### src/rtl/cov_event_monitor.sv
// cov_event_monitor
// Downstream checker for the coverage-experiment DUT. Counts rising edges of
// in1/in2/in3 inside a start/stop measurement window, flags in1/in2 overlap,
// and measures the spacing of in3 rising edges against EXP_PERIOD.
//
// Command interface: start, stop and clr are single-cycle pulses sampled on
// every rising CLK edge. There is no valid/ready handshake. clr wins over stop,
// and stop wins over start. Results are valid whenever done is high and hold
// until the next start or clr.
//
// fsm_state exposes the FSM encoding for debug and checker binding:
// 0=IDLE 1=ARMED 2=RUN 3=DONE.

module cov_event_monitor #(
  parameter int CNT_W      = 8,
  parameter int PER_W      = 4,
  parameter int EXP_PERIOD = 3
) (
  input  logic             CLK,
  input  logic             RSTn,
  input  logic             start,
  input  logic             stop,
  input  logic             clr,
  input  logic             in1,
  input  logic             in2,
  input  logic             in3,
  output logic [CNT_W-1:0] cnt1,
  output logic [CNT_W-1:0] cnt2,
  output logic [CNT_W-1:0] cnt3,
  output logic [PER_W-1:0] last_period,
  output logic             period_err,
  output logic             excl_err,
  output logic             busy,
  output logic             done,
  output logic [1:0]       fsm_state
);

  typedef enum logic [1:0] {
    S_IDLE  = 2'd0,
    S_ARMED = 2'd1,
    S_RUN   = 2'd2,
    S_DONE  = 2'd3
  } state_e;

  localparam logic [CNT_W-1:0] CNT_MAX = '1;
  localparam logic [PER_W-1:0] PER_MAX = '1;
  localparam logic [CNT_W-1:0] CNT_ONE = CNT_W'(1);
  localparam logic [PER_W-1:0] PER_ONE = PER_W'(1);
  localparam logic [PER_W-1:0] EXP_P   = PER_W'(EXP_PERIOD);

  state_e           state_q, state_d;
  logic             prev1_q, prev2_q, prev3_q;
  logic [CNT_W-1:0] cnt1_q, cnt1_d;
  logic [CNT_W-1:0] cnt2_q, cnt2_d;
  logic [CNT_W-1:0] cnt3_q, cnt3_d;
  logic [PER_W-1:0] per_cnt_q, per_cnt_d;
  logic [PER_W-1:0] last_period_q, last_period_d;
  logic             period_err_q, period_err_d;
  logic             excl_err_q, excl_err_d;

  logic edge1, edge2, edge3;
  logic overlap;

  // Rising edges relative to last cycle's input, independent of FSM state.
  assign edge1   = in1 & ~prev1_q;
  assign edge2   = in2 & ~prev2_q;
  assign edge3   = in3 & ~prev3_q;
  assign overlap = in1 & in2;

  function automatic logic [CNT_W-1:0] cnt_sat_inc(input logic [CNT_W-1:0] v);
    return (v == CNT_MAX) ? v : v + CNT_ONE;
  endfunction

  function automatic logic [PER_W-1:0] per_sat_inc(input logic [PER_W-1:0] v);
    return (v == PER_MAX) ? v : v + PER_ONE;
  endfunction

  // Edge history registers track the inputs every cycle; clr leaves them alone.
  always_ff @(posedge CLK or negedge RSTn) begin
    if (!RSTn) begin
      prev1_q <= 1'b0;
      prev2_q <= 1'b0;
      prev3_q <= 1'b0;
    end else begin
      prev1_q <= in1;
      prev2_q <= in2;
      prev3_q <= in3;
    end
  end

  // FSM next state plus all result next-values, defaults hold current values.
  always_comb begin
    state_d       = state_q;
    cnt1_d        = cnt1_q;
    cnt2_d        = cnt2_q;
    cnt3_d        = cnt3_q;
    per_cnt_d     = per_cnt_q;
    last_period_d = last_period_q;
    period_err_d  = period_err_q;
    excl_err_d    = excl_err_q;

    unique case (state_q)
      S_IDLE, S_DONE: begin
        // stop outranks start even though stop itself has no effect here.
        if (start && !stop) begin
          cnt1_d        = '0;
          cnt2_d        = '0;
          cnt3_d        = '0;
          per_cnt_d     = '0;
          last_period_d = '0;
          period_err_d  = 1'b0;
          excl_err_d    = 1'b0;
          state_d       = S_ARMED;
        end
      end

      S_ARMED: begin
        if (edge1)   cnt1_d = cnt_sat_inc(cnt1_q);
        if (edge2)   cnt2_d = cnt_sat_inc(cnt2_q);
        if (overlap) excl_err_d = 1'b1;
        // First in3 edge only starts the period measurement.
        if (edge3) begin
          cnt3_d    = CNT_ONE;
          per_cnt_d = PER_ONE;
          state_d   = S_RUN;
        end
        if (stop) state_d = S_DONE;
      end

      S_RUN: begin
        if (edge1)   cnt1_d = cnt_sat_inc(cnt1_q);
        if (edge2)   cnt2_d = cnt_sat_inc(cnt2_q);
        if (overlap) excl_err_d = 1'b1;
        per_cnt_d = per_sat_inc(per_cnt_q);
        if (edge3) begin
          cnt3_d        = cnt_sat_inc(cnt3_q);
          last_period_d = per_cnt_q;
          if (per_cnt_q != EXP_P) period_err_d = 1'b1;
          per_cnt_d     = PER_ONE;
        end
        if (stop) state_d = S_DONE;
      end

      default: state_d = S_IDLE;
    endcase

    if (clr) begin
      cnt1_d        = '0;
      cnt2_d        = '0;
      cnt3_d        = '0;
      per_cnt_d     = '0;
      last_period_d = '0;
      period_err_d  = 1'b0;
      excl_err_d    = 1'b0;
      state_d       = S_IDLE;
    end
  end

  // State and result registers.
  always_ff @(posedge CLK or negedge RSTn) begin
    if (!RSTn) begin
      state_q       <= S_IDLE;
      cnt1_q        <= '0;
      cnt2_q        <= '0;
      cnt3_q        <= '0;
      per_cnt_q     <= '0;
      last_period_q <= '0;
      period_err_q  <= 1'b0;
      excl_err_q    <= 1'b0;
    end else begin
      state_q       <= state_d;
      cnt1_q        <= cnt1_d;
      cnt2_q        <= cnt2_d;
      cnt3_q        <= cnt3_d;
      per_cnt_q     <= per_cnt_d;
      last_period_q <= last_period_d;
      period_err_q  <= period_err_d;
      excl_err_q    <= excl_err_d;
    end
  end

  assign cnt1        = cnt1_q;
  assign cnt2        = cnt2_q;
  assign cnt3        = cnt3_q;
  assign last_period = last_period_q;
  assign period_err  = period_err_q;
  assign excl_err    = excl_err_q;
  assign busy        = (state_q == S_ARMED) || (state_q == S_RUN);
  assign done        = (state_q == S_DONE);
  assign fsm_state   = state_q;

endmodule

### config.mk
export PLATFORM = sky130hd
export DESIGN_NAME = cov_event_monitor
export DESIGN_NICKNAME = d
export VERILOG_FILES = /design/src/rtl/cov_event_monitor.sv
export SDC_FILE = /design/constraint.sdc
export NUM_CORES = 1
export LEC_CHECK = 0
export ABC_CLOCK_PERIOD_IN_PS = 2200
export CORE_UTILIZATION = 40
export DETAILED_ROUTE_END_ITERATION = 7
export HOLD_SLACK_MARGIN = 0.05
export PLACE_DENSITY = 0.67
export SLEW_MARGIN = 30
export SYNTH_ARGS = -nofsm -noshare
export SYNTH_HDL_FRONTEND = slang
export SYNTH_SLANG_ARGS = --single-unit
export TNS_END_PERCENT = 100
### constraint.sdc
create_clock -name CLK -period 2.2 [get_ports CLK]
set_input_delay 0.22 -clock CLK [delete_from_list [all_inputs] [get_ports CLK]]
set_output_delay 0.22 -clock CLK [all_outputs]
set_load 0.01 [all_outputs]
==> impl_metrics.csv <==
group,metric,value,unit
yosys,syn_area_per_cell,9.030,um2
worst_setup_path,max_stage_delay,0.54,ns
power_and_ir_drop,p_seq_share,37.2,%
worst_setup_path,critPathBufInv,3,
timing,fmax,0.4998,GHz
power_and_ir_drop,power.density_cell_area,853.1,mW/mm2
route,final_antenna_net_count,0,
yosys,synth_fa_ha_area_share,4.217,%
route,drc,0,
global_routing,antenna_found_initial,0,
die,die_x,74.06,um
power_and_ir_drop,peakVddDrop,0.4633,mV
final_layout,drive_gt1_share,7.527,%
global_routing,grt_first_pass_wirelength,8059,um
power_and_ir_drop,p_comb_share,42.2,%
yosys,yosysTopAreaCell,"dfrtp_1",
worst_setup_path,crit_family,"buffers and inverters",
worst_setup_path,crit_type,"reg -> out",
clocking,cts.sinks,39,
global_routing,first_global_vias,1689,
power_and_ir_drop,switching_share,38.81,%
route,via_per_inst,5.488,
min_path,whs_path_depth,1,
placed_design,dpl.cell_count,337,
timing,worst_slew_margin_rel,65.90,%
worst_setup_path,r2r-end,"cnt2[5]$_DFFE_PN0P_",
die,core_area,0.004848,mm2
final_layout,instances_no_fill,346,
min_path,min_from,"in3",
placed_design,io_buffers,41,
die,initial_utilization,42.84,%
timing,tightest_slew,0.5061,ns
yosys,synth_seq_cells,39,
status,status,"complete, no violations",
min_path,hold_path_class,"in -> reg",
yosys,ys_top_cells_by_count,"39 x dfrtp_1, 33 x o21ai_0, 30 x nand2_1",
worst_setup_path,timing.rr.start,"fsm_state[0]$_DFFE_PN0P_",
timing,fin_skew,0.006058,ns
die,num_rows,25,
route,vias,1899,
clocking,clockBufferDepth,2,
global_routing,grt_max_degree,40,
timing,timing.final.crit_share,90.95,%
yosys,synth_edf_count,0,
worst_setup_path,critPathArrivalTime,1.78,ns
clocking,cts_setup_buffers,0,
yosys,yosysUniqueCellTypes,42,
power_and_ir_drop,p_leak,0.001182,uW
final_layout,stdcell_area,0.002670,mm2
worst_setup_path,slowest_stage,"clkdlybuf4s50_1",
placed_design,gp_congestion,0.7707,
final_layout,antennaDiodeCount,0,
worst_setup_path,crit_required,1.98,ns
yosys,synth_warnings,0,
power_and_ir_drop,p_clk_share,20.6,%
yosys,syn_area,0.002077,mm2
power_and_ir_drop,p_sw,884.0,uW
clocking,clock_latency,0.29,ns
timing,hold_viol_final,0,
clocking,clk_pin_slew_worst_paths,0.07,ns
yosys,synth_ff_type,"dfrtp_1",
clocking,root_buffer,"clkbuf_8",
yosys,synth_compound_area_share,22.89,%
worst_setup_path,worstPathMaxFanout,6,
global_routing,overflow,0,
yosys,synth_nets,245,
final_layout,final_nets,293,
timing,whs,0.4043,ns
yosys,synth_mux_area_share,0,%
clocking,htreeDepth,2,
yosys,yosys-top-cells-area,"dfrtp_1 47%, o21ai_0 8.0%, nand2_1 5.4%",
yosys,seq_area_frac_synth,46.99,%
timing,rsz0062_at_grt,"false",
yosys,synth_simple_gate_area_share,22.95,%
route,drtIter0Drc,89,
final_layout,area_growth,28.55,%
die,io_pins,42,
min_path,hold_end,"prev3_q$_DFF_PN0_",
timing,timing.setup.tns,0,ns
yosys,yosysMostFrequentCell,"dfrtp_1",
worst_setup_path,crit_chain,"inv_1, ha_1, inv_1, clkdlybuf4s50_1",
global_routing,track_usage,19.19,%
timing,setup_viol,0,
yosys,synthXorXnorAreaFrac,0,%
run,drv_cap,0,
worst_setup_path,r2r_cells,6,
timing,fin_crit,2.001,ns
placed_design,place_area,0.002569,mm2
worst_setup_path,r2r_slack,0.21,ns
yosys,synth_cells,230,
clocking,cts_tree,"done",
yosys,synth_top_family_by_area,"simple AND/OR/NAND/NOR gates",
worst_setup_path,critPathMostFrequentCell,"inv_1",
yosys,async_reset_ff_share,100.0,%
timing,finalMaxSlewViolations,0,
yosys,synth_top_area_share,46.99,%
die,dieArea,0.005485,mm2
placed_design,dp_hpwl,3396,um
route,routed_wl,4865,um
die,die_y,74.06,um
worst_setup_path,end_kind,"output port",
power_and_ir_drop,internal-power,1394,uW
route,wire_per_inst,14.06,um
route,drt_first_pass_iters,4,
clocking,numCtsBuffers,5,
worst_setup_path,worstSetupStartpointType,"flop",
-- cells by family after synthesis --
| family | after synthesis |
|---|---|
| compound gates | 76 |
| fa+ha+maj | 7 |
| buf+inv | 12 |
| flops | 39 |
| simple gates | 96 |
-- final cells by class --
| class | count | area, um2 |
|---|---|---|
| Fill cell | 449 | 2178 |
| Multi-Input combinational cell | 179 | 1045 |
| Sequential cell | 39 | 975.9 |
| Timing Repair Buffer | 48 | 462.9 |
| Tap cell | 67 | 83.83 |
| Clock buffer | 5 | 68.82 |
| Inverter | 5 | 18.77 |
| Clock inverter | 3 | 15.01 |
-- metrics by stage --
| step | worst slack (ns) | util, % | power, uW |
|---|---|---|---|
| after floorplan | 0.1953 | - | 1442 |
| after global placement | 0.2436 | 52.98 | 1803 |
| after detailed placement | 0.2059 | 52.98 | 1809 |
| after CTS | 0.1925 | 54.71 | 2291 |
| after global routing | 0.03192 | 55.07 | 2450 |
| final | 0.1990 | 55.07 | 2278 |
-- layer usage --
metal | track usage [%] | wire (um) | vias to the layer above
met2 | 29.39 | 2273 | 45
met3 | 4.201 | 215 | 2
li1 | - | - | 944
met5 | 0 | 0 | -
met1 | 27.05 | 2354 | 908
met4 | 6.197 | 22 | 0
-- worst max path at each step --
stage                           to  cells past startpoint  slack (ns)                      from
3_3_place_gp   cnt2[5]$_DFFE_PN0P_                      6        0.24  fsm_state[0]$_DFFE_PN0P_
5_1_grt        cnt3[4]$_DFFE_PN0P_                      6        0.03  fsm_state[0]$_DFFE_PN0P_
2_1_floorplan  cnt2[5]$_DFFE_PN0P_                      8        0.20  fsm_state[0]$_DFFE_PN0P_
4_1_cts                       busy                      4        0.19  fsm_state[0]$_DFFE_PN0P_
6_report                      busy                      4        0.20  fsm_state[0]$_DFFE_PN0P_
3_5_place_dp   cnt3[4]$_DFFE_PN0P_                      6        0.21                       clr
-- registers in the layout, indices dropped and copies added (netlist names), 2 cells and up --
register     cells
last_period      4
cnt1             8
fsm_state        2
cnt2             8
cnt3             8
per_cnt_q        4
-- placed cells by master, fill, tap and decap left out, types with 2 or more instances in the layout --
cell type / n
ha_1: 7
clkinv_2: 3
o22a_1: 2
nor2b_1: 3
nor3_1: 3
a21oi_1: 12
nand3_1: 17
nor4_1: 2
nand4_1: 4
and4_1: 2
a22o_1: 2
clkbuf_8: 5
a21o_1: 2
dfrtp_1: 39
nand2b_1: 6
clkdlybuf4s50_1: 40
a31oi_1: 4
o21ai_0: 33
nand2_1: 30
and3_1: 9
nor2_1: 11
and2_1: 4
buf_4: 7
o31ai_1: 7
inv_1: 5
o211ai_1: 2
-- power groups by stage --
stage	combinational (uW)	sequential (uW)	clock [uW]
finish	961	847	469
global placement	943	860	0
global route	1070	859	518
CTS	953	847	491
detailed placement	948	861	0
floorplan	573	869	0
-- worst register-to-register path, delay by kind of cell (launching register included) --
kind	cells	cell delay, ns
and+or+nand+nor	2	0.63
AOI/OAI and AO/OA	2	0.45
DFF	1	0.42
adders and majority gates	1	0.36
buffers and inverters	1	0.06
-- what timing repair did --
item	CTS	global route
hold buffers	0	1
resized for setup	0	1
hold endpoints to repair	0	39
setup endpoints to repair	0	3
Note: power is estimated with default switching activity, not from simulation.
